**config.mk**
```make
export PLATFORM = sky130hd
export DESIGN_NAME = xor_hash_multi
export DESIGN_NICKNAME = d
export VERILOG_FILES = /design/src/rtl/xor_hash_pkg.sv /design/src/rtl/xor_hash_lane.sv /design/src/rtl/xor_hash_multi.sv
export SDC_FILE = /design/constraint.sdc
export NUM_CORES = 2
export LEC_CHECK = 0
export ABC_CLOCK_PERIOD_IN_PS = 1650
export CAP_MARGIN = 20
export CORE_MARGIN = 3
export CORE_UTILIZATION = 50
export DETAILED_ROUTE_END_ITERATION = 6
export HOLD_SLACK_MARGIN = 0.03
export PLACE_DENSITY = 0.74
export SKIP_LAST_GASP = 1
export SLEW_MARGIN = 5
export SYNTH_ARGS = -nofsm -noshare
export SYNTH_HDL_FRONTEND = slang
export SYNTH_SLANG_ARGS = --single-unit
```
**constraint.sdc**
```tcl
create_clock -name clk -period 1.65 [get_ports clk]
set_input_delay 0.4125 -clock clk [delete_from_list [all_inputs] [get_ports clk]]
set_output_delay 0.4125 -clock clk [all_outputs]
set_load 0.005 [all_outputs]
```
**src/rtl/xor_hash_pkg.sv**
```systemverilog
// Shared definitions for the multi-channel H3 hash front end: the default
// configuration, the beat layout and the reset pattern of the hash matrices.
package xor_hash_pkg;

    localparam int MAX_NUM_HASH    = 8;
    localparam int DEF_KEY_WIDTH   = 32;
    localparam int DEF_INDEX_WIDTH = 12;
    localparam int DEF_VALUE_WIDTH = 31;

    typedef struct packed {
        logic [DEF_KEY_WIDTH-1:0]   key;
        logic [DEF_VALUE_WIDTH-1:0] value;
        logic [1:0]                 opt;
    } hash_beat_t;

    // Reset contents of row i of hash h; callers truncate to the index width.
    function automatic logic [31:0] default_q(input int h, input int i);
        return 32'((i + 1) * (2 * h + 3));
    endfunction

endpackage

```
**src/rtl/xor_hash_lane.sv**
```systemverilog
// One H3 hash channel: a programmable row bank plus the two half-key XOR trees
// whose results the top registers in its first pipeline stage.
module xor_hash_lane
    import xor_hash_pkg::*;
#(
    parameter int KEY_WIDTH   = DEF_KEY_WIDTH,
    parameter int INDEX_WIDTH = DEF_INDEX_WIDTH,
    parameter int HASH_ID     = 0,
    parameter int ROW_W       = $clog2(KEY_WIDTH),
    parameter int HASH_SEL_W  = $clog2(MAX_NUM_HASH)
) (
    input  logic                   clk,
    input  logic                   reset,
    input  logic                   cfg_we_ok,
    input  logic [HASH_SEL_W-1:0]  cfg_hash,
    input  logic [ROW_W-1:0]       cfg_row,
    input  logic [INDEX_WIDTH-1:0] cfg_data,
    input  logic [KEY_WIDTH-1:0]   key,
    output logic [INDEX_WIDTH-1:0] part_lo,
    output logic [INDEX_WIDTH-1:0] part_hi
);

    localparam int HALF = KEY_WIDTH / 2;

    logic [INDEX_WIDTH-1:0] q_q [KEY_WIDTH];
    logic [INDEX_WIDTH-1:0] q_d [KEY_WIDTH];
    logic                   wr_hit;

    assign wr_hit = cfg_we_ok && (cfg_hash == HASH_SEL_W'(HASH_ID));

    always_comb begin
        q_d = q_q;
        if (wr_hit) begin
            q_d[cfg_row] = cfg_data;
        end
    end

    always_ff @(posedge clk or negedge reset) begin
        if (!reset) begin
            for (int i = 0; i < KEY_WIDTH; i++) begin
                q_q[i] <= INDEX_WIDTH'(default_q(HASH_ID, i));
            end
        end else begin
            q_q <= q_d;
        end
    end

    // Reads see the pre-write rows, so a beat accepted alongside a write uses old Q.
    always_comb begin
        part_lo = '0;
        part_hi = '0;
        for (int i = 0; i < HALF; i++) begin
            if (key[i]) part_lo = part_lo ^ q_q[i];
        end
        for (int i = HALF; i < KEY_WIDTH; i++) begin
            if (key[i]) part_hi = part_hi ^ q_q[i];
        end
    end

endmodule

```
**src/rtl/xor_hash_multi.sv**
```systemverilog
// NUM_HASH parallel H3 hashes of one key in a 2-stage valid/ready pipeline that
// carries key, value and opt alongside the indices.
module xor_hash_multi
    import xor_hash_pkg::*;
#(
    parameter int KEY_WIDTH   = DEF_KEY_WIDTH,
    parameter int INDEX_WIDTH = DEF_INDEX_WIDTH,
    parameter int VALUE_WIDTH = DEF_VALUE_WIDTH,
    parameter int NUM_HASH    = 2
) (
    input  logic                            clk,
    input  logic                            reset,
    input  logic                            in_valid,
    output logic                            in_ready,
    input  logic [KEY_WIDTH-1:0]            key,
    input  logic [VALUE_WIDTH-1:0]          value_in,
    input  logic [1:0]                      opt_in,
    output logic                            out_valid,
    input  logic                            out_ready,
    output logic [NUM_HASH*INDEX_WIDTH-1:0] index,
    output logic [KEY_WIDTH-1:0]            key_out,
    output logic [VALUE_WIDTH-1:0]          value_out,
    output logic [1:0]                      opt_out,
    input  logic                            cfg_we,
    input  logic [2:0]                      cfg_hash,
    input  logic [$clog2(KEY_WIDTH)-1:0]    cfg_row,
    input  logic [INDEX_WIDTH-1:0]          cfg_data,
    output logic                            cfg_err
);

    localparam int ROW_W      = $clog2(KEY_WIDTH);
    localparam int HASH_SEL_W = $clog2(MAX_NUM_HASH);
    localparam int IDX_ALL_W  = NUM_HASH * INDEX_WIDTH;

    // Valid/ready: a beat moves on any edge where valid and ready are both high;
    // a stage advances when it is empty or its successor advances, and in_ready
    // depends only on stage occupancy and out_ready, never on in_valid.
    typedef struct packed {
        logic [KEY_WIDTH-1:0]   key;
        logic [VALUE_WIDTH-1:0] value;
        logic [1:0]             opt;
    } beat_t;

    logic                 s1_valid_q, s1_valid_d;
    logic                 s2_valid_q, s2_valid_d;
    beat_t                s1_beat_q, s1_beat_d;
    beat_t                s2_beat_q, s2_beat_d;
    logic [IDX_ALL_W-1:0] s1_lo_q, s1_lo_d;
    logic [IDX_ALL_W-1:0] s1_hi_q, s1_hi_d;
    logic [IDX_ALL_W-1:0] index_q, index_d;
    logic                 cfg_err_q, cfg_err_d;

    logic [IDX_ALL_W-1:0] lo_all;
    logic [IDX_ALL_W-1:0] hi_all;
    logic                 s1_adv;
    logic                 s2_adv;
    logic                 cfg_ok;

    assign cfg_ok = ({1'b0, cfg_hash} < 4'(NUM_HASH)) &&
                    ({1'b0, cfg_row} < (ROW_W + 1)'(KEY_WIDTH));

    for (genvar h = 0; h < NUM_HASH; h++) begin : g_lane
        xor_hash_lane #(
            .KEY_WIDTH  (KEY_WIDTH),
            .INDEX_WIDTH(INDEX_WIDTH),
            .HASH_ID    (h),
            .ROW_W      (ROW_W),
            .HASH_SEL_W (HASH_SEL_W)
        ) u_lane (
            .clk      (clk),
            .reset    (reset),
            .cfg_we_ok(cfg_we && cfg_ok),
            .cfg_hash (cfg_hash),
            .cfg_row  (cfg_row),
            .cfg_data (cfg_data),
            .key      (key),
            .part_lo  (lo_all[h*INDEX_WIDTH +: INDEX_WIDTH]),
            .part_hi  (hi_all[h*INDEX_WIDTH +: INDEX_WIDTH])
        );
    end

    assign s2_adv   = !s2_valid_q || out_ready;
    assign s1_adv   = !s1_valid_q || s2_adv;
    assign in_ready = s1_adv;

    always_comb begin
        s1_valid_d = s1_valid_q;
        s1_beat_d  = s1_beat_q;
        s1_lo_d    = s1_lo_q;
        s1_hi_d    = s1_hi_q;
        s2_valid_d = s2_valid_q;
        s2_beat_d  = s2_beat_q;
        index_d    = index_q;
        cfg_err_d  = cfg_we && !cfg_ok;

        if (s1_adv) begin
            s1_valid_d = in_valid;
            if (in_valid) begin
                s1_beat_d = '{key: key, value: value_in, opt: opt_in};
                s1_lo_d   = lo_all;
                s1_hi_d   = hi_all;
            end
        end

        if (s2_adv) begin
            s2_valid_d = s1_valid_q;
            if (s1_valid_q) begin
                s2_beat_d = s1_beat_q;
                index_d   = s1_lo_q ^ s1_hi_q;
            end
        end
    end

    always_ff @(posedge clk or negedge reset) begin
        if (!reset) begin
            s1_valid_q <= 1'b0;
            s1_beat_q  <= '0;
            s1_lo_q    <= '0;
            s1_hi_q    <= '0;
            s2_valid_q <= 1'b0;
            s2_beat_q  <= '0;
            index_q    <= '0;
            cfg_err_q  <= 1'b0;
        end else begin
            s1_valid_q <= s1_valid_d;
            s1_beat_q  <= s1_beat_d;
            s1_lo_q    <= s1_lo_d;
            s1_hi_q    <= s1_hi_d;
            s2_valid_q <= s2_valid_d;
            s2_beat_q  <= s2_beat_d;
            index_q    <= index_d;
            cfg_err_q  <= cfg_err_d;
        end
    end

    assign out_valid = s2_valid_q;
    assign index     = index_q;
    assign key_out   = s2_beat_q.key;
    assign value_out = s2_beat_q.value;
    assign opt_out   = s2_beat_q.opt;
    assign cfg_err   = cfg_err_q;

endmodule

```
=== Yosys cells after proc, flatten, opt, wreduce, memory -nomap -nowiden ===
Index checks and enable logic that the tools add are counted.

* Bitwise gates (word level): 62
* Order comparisons: 3
* Eq/ne operators: 1
* Reduce and logical (&&, ||, !) cells: 13
* Multiplexer cells: 68

{| class="wikitable"
|+ Operators by type and width
! kind !! number
|-
| two-way mux 12 bit || 65
|-
| bitwise mux 384 bit || 2
|-
| XOR 12 bit || 60
|-
| demux 12 bit (select 5 bit) || 1
|-
| XOR 24 bit || 1
|-
| greater-or-equal comparator 6 bit (second input constant) || 1
|-
| less-than comparator 6 x 1 -> 1 bit (second input constant) || 1
|-
| NOT 5 -> 6 bit || 1
|-
| logical AND 1 bit || 5
|-
| AND reduction 2 bit || 2
|-
| equality test 3 x 1 -> 1 bit (second input constant) || 1
|-
| logical NOT 1 bit || 3
|-
| logical NOT 3 bit || 1
|-
| less-than comparator 3 x 2 -> 1 bit (second input constant) || 1
|-
| logical OR 1 bit || 2
|}

* Input port bits: 90
* Bits in registers: 973
* Word-level logic and storage cells: 223
* Output and inout port bits: 92

=== Depth between registers and ports, before layout ===
* Depth in word-level cells: 31
* Mapped depth: 8
* Gate-level depth less buffers: 6

=== Cells and area by module ===
Synthesis repeated with hierarchy kept, for this count alone.

* Cell total of the unflattened synthesis: 3,824
* Area total of the unflattened synthesis: 47,152.7 sq um

{| class="wikitable"
|+ By module, submodules not included
! module !! times used !! cells an instance !! area each (sq um) !! seq. area each (sq um)
|-
| xor_hash_lane (g_lane[1].u_lane) || 1 || 1,666 || 19,716.4 || 9,750.6
|-
| xor_hash_lane (g_lane[0].u_lane) || 1 || 1,666 || 19,501.2 || 9,738.1
|-
| xor_hash_multi || 1 || 492 || 7,935.1 || 5,129.9
|}

=== Worst setup path before layout ===
OpenSTA, ideal clock, no wires.

* Path kind: input -> register
* Start point: input cfg_hash[1]
* End point: register g_lane[0].u_lane.q_q[337] (netlist bit)
* Path buffers: 1
* Stages on the path: 7
* Required time: 1,525 ps
* Arrival: 1,787 ps
* Path slack: -261 ps
* Path through: nor2_2 > nand3b_2 > inv_1 > nand3_2 > nor4_2 > buf_4 > mux2_2

* Cells in the longest elaborated chain, start to end: 3
* Elaborated cells on any way between the ends: 4

{| class="wikitable"
|+ Ends and longest elaborated chain
! what !! line !! RTL
|-
| start, declared || xor_hash_multi.sv:25 || <nowiki>input logic [2:0] cfg_hash,</nowiki>
|-
| less-than comparator 3 x 2 -> 1 bit || xor_hash_multi.sv:59 || <nowiki>assign cfg_ok = ({1'b0, cfg_hash} < 4'(NUM_HASH)) &&</nowiki>
|-
| logical AND 1 bit || xor_hash_multi.sv:72 || <nowiki>.cfg_we_ok(cfg_we && cfg_ok),</nowiki>
|-
| logical AND 1 bit (*) || xor_hash_lane.sv:29 || <nowiki>assign wr_hit = cfg_we_ok && (cfg_hash == HASH_SEL_W'(HASH_ID));</nowiki>
|-
| end signal, assigned by index || xor_hash_lane.sv:41 || <nowiki>q_q[i] <= INDEX_WIDTH'(default_q(HASH_ID, i));</nowiki>
|-
| end signal, assigned || xor_hash_lane.sv:44 || <nowiki>q_q <= q_d;</nowiki>
|-
| end, declared || xor_hash_lane.sv:25 || <nowiki>logic [INDEX_WIDTH-1:0] q_q [KEY_WIDTH];</nowiki>
|}

Mark *: on every way between the ends. The rest lies on a longest branch, timed or not.
A chain may end at the register's enable or synchronous reset.

=== Worst setup path in the final report ===
* Start point: register s2_valid_q, in the netlist out_valid
* End point: output in_ready

* Cells in the longest elaborated chain, start to end: 3

{| class="wikitable"
|+ Ends and longest elaborated chain
! what !! line !! RTL
|-
| start, declared || xor_hash_multi.sv:45 || <nowiki>logic s2_valid_q, s2_valid_d;</nowiki>
|-
| start signal, assigned || xor_hash_multi.sv:129 || <nowiki>s2_valid_q <= s2_valid_d;</nowiki>
|-
| logical NOT 1 bit || xor_hash_multi.sv:82 || <nowiki>assign s2_adv = !s2_valid_q || out_ready;</nowiki>
|-
| logical OR 1 bit || xor_hash_multi.sv:82 ||
|-
| logical OR 1 bit || xor_hash_multi.sv:83 || <nowiki>assign s1_adv = !s1_valid_q || s2_adv;</nowiki>
|-
| end, declared || xor_hash_multi.sv:14 || <nowiki>output logic in_ready,</nowiki>
|}

Every way passes these cells.

==> impl_metrics.ini <==
[status]
status = finished, violations left
violations = negative setup slack

[grt]
grtUsageTotal_pct = 26.0
grt_overflow = 0
grt_pass1_vias = 32100
grt_max_degree = 80
antenna_found_initial = 5
grt_first_pass_wirelength_mm = 193

[pwr]
switching_share_pct = 26.1
p_per_area_nw_per_um2 = 1050
clockPowerShare_pct = 38.1
power.leakage_nw = 26.9
pwr-share-comb_pct = 17.9
power.internal_mw = 46.4
power_switching_mw = 16.4
seqPwrFrac_pct = 44.0
power_mw = 62.9
ir_worst_vdd_mv = 0.844

[worst_setup_path]
critPathCaptureType = output pin
crit_required_ns = 1.24
cp-startpoint = out_valid
rr_startpoint = out_valid
path_class = flip-flop to output pin
cp.arrival_ns = 1.40
cp_max_fo = 2
crit_path_start_kind = flip-flop

[clock_network]
clock_tree.root_cell = clkbuf_16
cts_tree = built
clkSlewWorstSetupHoldPaths_ns = 0.06
numCtsBuffers = 99
clock_sinks = 973
clockBufferDepth = 3
clk_latency_ns = 0.68
htreeDepth = 3

[finish]
layout_common_cells = nand2_1, mux2_2, dfrtp_1
design_area_um2 = 60000
regArea_um2 = 24600
finalNetCount = 4500
layout_commonest_cell = nand2_1
fin_util_pct = 65.3
areaGrowthSynthToFinish_pct = 28.8
multi_input_area_um2 = 22200
fill_cells = 6593
finalNonFillerCells = 5740
drive_gt1_share_pct = 46.5

[yosys]
ys_ff_latch = 973
synth_area_um2 = 46600
synthTopCellsByArea = dfrtp_1, mux2_2, dfstp_2
ys_seq_area_share_pct = 52.9
synth_nets = 3998
yosys_warnings = 0
yosysTopAreaCellShare_pct = 40.7
yosysUniqueCellTypes = 31
yosysTopAreaCell = dfrtp_1
synth.avg_cell_area_um2 = 11.9
synth_cells = 3908

[drt]
remaining_drc_errors = 0
vias = 31200
via_per_inst = 5.43
wirelength_mm = 134
ant_nets = 0
drt_iter0_drc = 2359
drt-pass1-iter-count = 5
wl_per_cell_um = 23.3

[timing]
worst_slack_ns = -0.160
finalSetupViolCount = 81
hold_viol = 0
worstMarginPinSlew_ns = 0.517
clock.fmax_mhz = 552
rsz0062_at_grt = true
slew_headroom_pct = 65.3
tns_ns = -3.06
maxSlewViolCount = 0
min_period_ns = 1.81
fin_skew_ns = 0.0340
min_period_over_period_pct = 110
holdWs_ns = 0.174

[place]
dpl-instance-area_um2 = 53400
gp_congestion = 0.811
place_ws_ns = -0.891
port_buffers = 181
dp_hpwl_mm = 78.4
dp.cells = 5416

[floorplan]
die_w_um = 311
rows = 111
initial_core_util_pct = 50.7
dieHeight_um = 311
core_area_um2 = 91900
io_pins = 182
die-area_um2 = 96800

[flow_run]
maxCapViolCount = 0

[min_path]
hold_start = cfg_hash[1]
worst_hold_path_type = input pin to flip-flop
-- area by class of cell --
class	count	share of cell area [%]
antenna	1	0.00417
clock buffer	144	4.86
clock inverter	43	0.984
inverter	2	0.0167
multi-input combinational	2654	37.1
sequential	973	41.0
tap	1243	2.59
timing repair buffer	680	13.4
-- cell usage after synthesis --
cell type  instances
xnor2_1          552
nor2_4             2
nor3_2             1
or2_2              1
nand3_1            1
nor3_4             2
buf_2            159
nor2b_1            3
dfstp_2          216
mux2_2           885
o21ai_0           72
nand2_1          892
dfrtp_1          757
nand3_2            3
nor3b_2            2
nand2b_1           5
and4_1             2
xor2_1           192
and3_1             1
nor2_2             3
and3b_1            2
nor4_2             2
clkbuf_1         102
nand3b_2           1
inv_1              2
buf_1             17
nand3b_1           3
buf_4              2
mux2_1            13
and2_0             1
nor2_1            12
-- flip-flops by register name, summed over array words and instances, names as in the netlist --
register	cells
s1_valid_q	1
opt_out	2
g_lane.u_lane.q_q	768
s1_hi_q	24
key_out	32
s1_lo_q	24
out_valid	1
index	24
s1_beat_q	65
value_out	31
cfg_err	1
-- routing by layer --
| metal | routed length, um | vias to the layer above | global-route usage (%) | share of wire [%] |
|---|---|---|---|---|
| li1 | - | 13800 | - | - |
| met1 | 55300 | 16100 | 34.4 | 41 |
| met2 | 63600 | 1050 | 42.8 | 48 |
| met3 | 9580 | 272 | 4.73 | 7.2 |
| met4 | 5030 | 2 | 9.91 | 3.8 |
| met5 | 13 | - | 0 | 0.0097 |
-- power groups by stage --
stage / Clock [mW] / Combinational, mW / Sequential [mW]
6_report: 24.0 / 11.3 / 27.6
5_1_grt: 25.3 / 12.0 / 27.9
4_1_cts: 24.3 / 10.3 / 27.6
3_5_place_dp: 0 / 10.1 / 28.0
3_3_place_gp: 0 / 9.93 / 27.9
2_1_floorplan: 0 / 4.96 / 27.7
-- worst max-delay path: stages, from the launching register on --
cell	delay, ns
dfrtp_1	0.39
buf_6	0.12
nand3b_1	0.09
buf_2	0.12
-- path summary, 6_finish.rpt --
check	end	slack, ns	cells past startpoint
setup reg to reg	s1_beat_q[47]	-0.08	8
hold / removal	cfg_err	0.17	4
setup / recovery	in_ready	-0.16	3
min in group asynchronous	s1_beat_q[43]	0.21	2
max in group asynchronous	g_lane[0].u_lane.q_q[36]	0.56	4
hold reg to reg	index[18]	0.49	2
-- cells by family after synthesis --
logic type,Yosys count,share of synthesized area (%)
xor+xnor,744,14.0
simple gates,939,7.94
buf+inv,282,2.72
flops,973,52.9
compound gates,72,0.774
mux,898,21.7
-- what timing repair did --
| action | in CTS | in global routing |
|---|---|---|
| setup endpoints to repair | 543 | 266 |
| hold endpoints to repair | 304 | 0 |
| gates resized for setup | 465 | 279 |
| pin swaps | 53 | 117 |
| hold buffers | 1 | 0 |
| buffers inserted | 64 | 30 |
| gates cloned | 13 | 31 |
No activity file was read; power rests on OpenSTA's default activity.
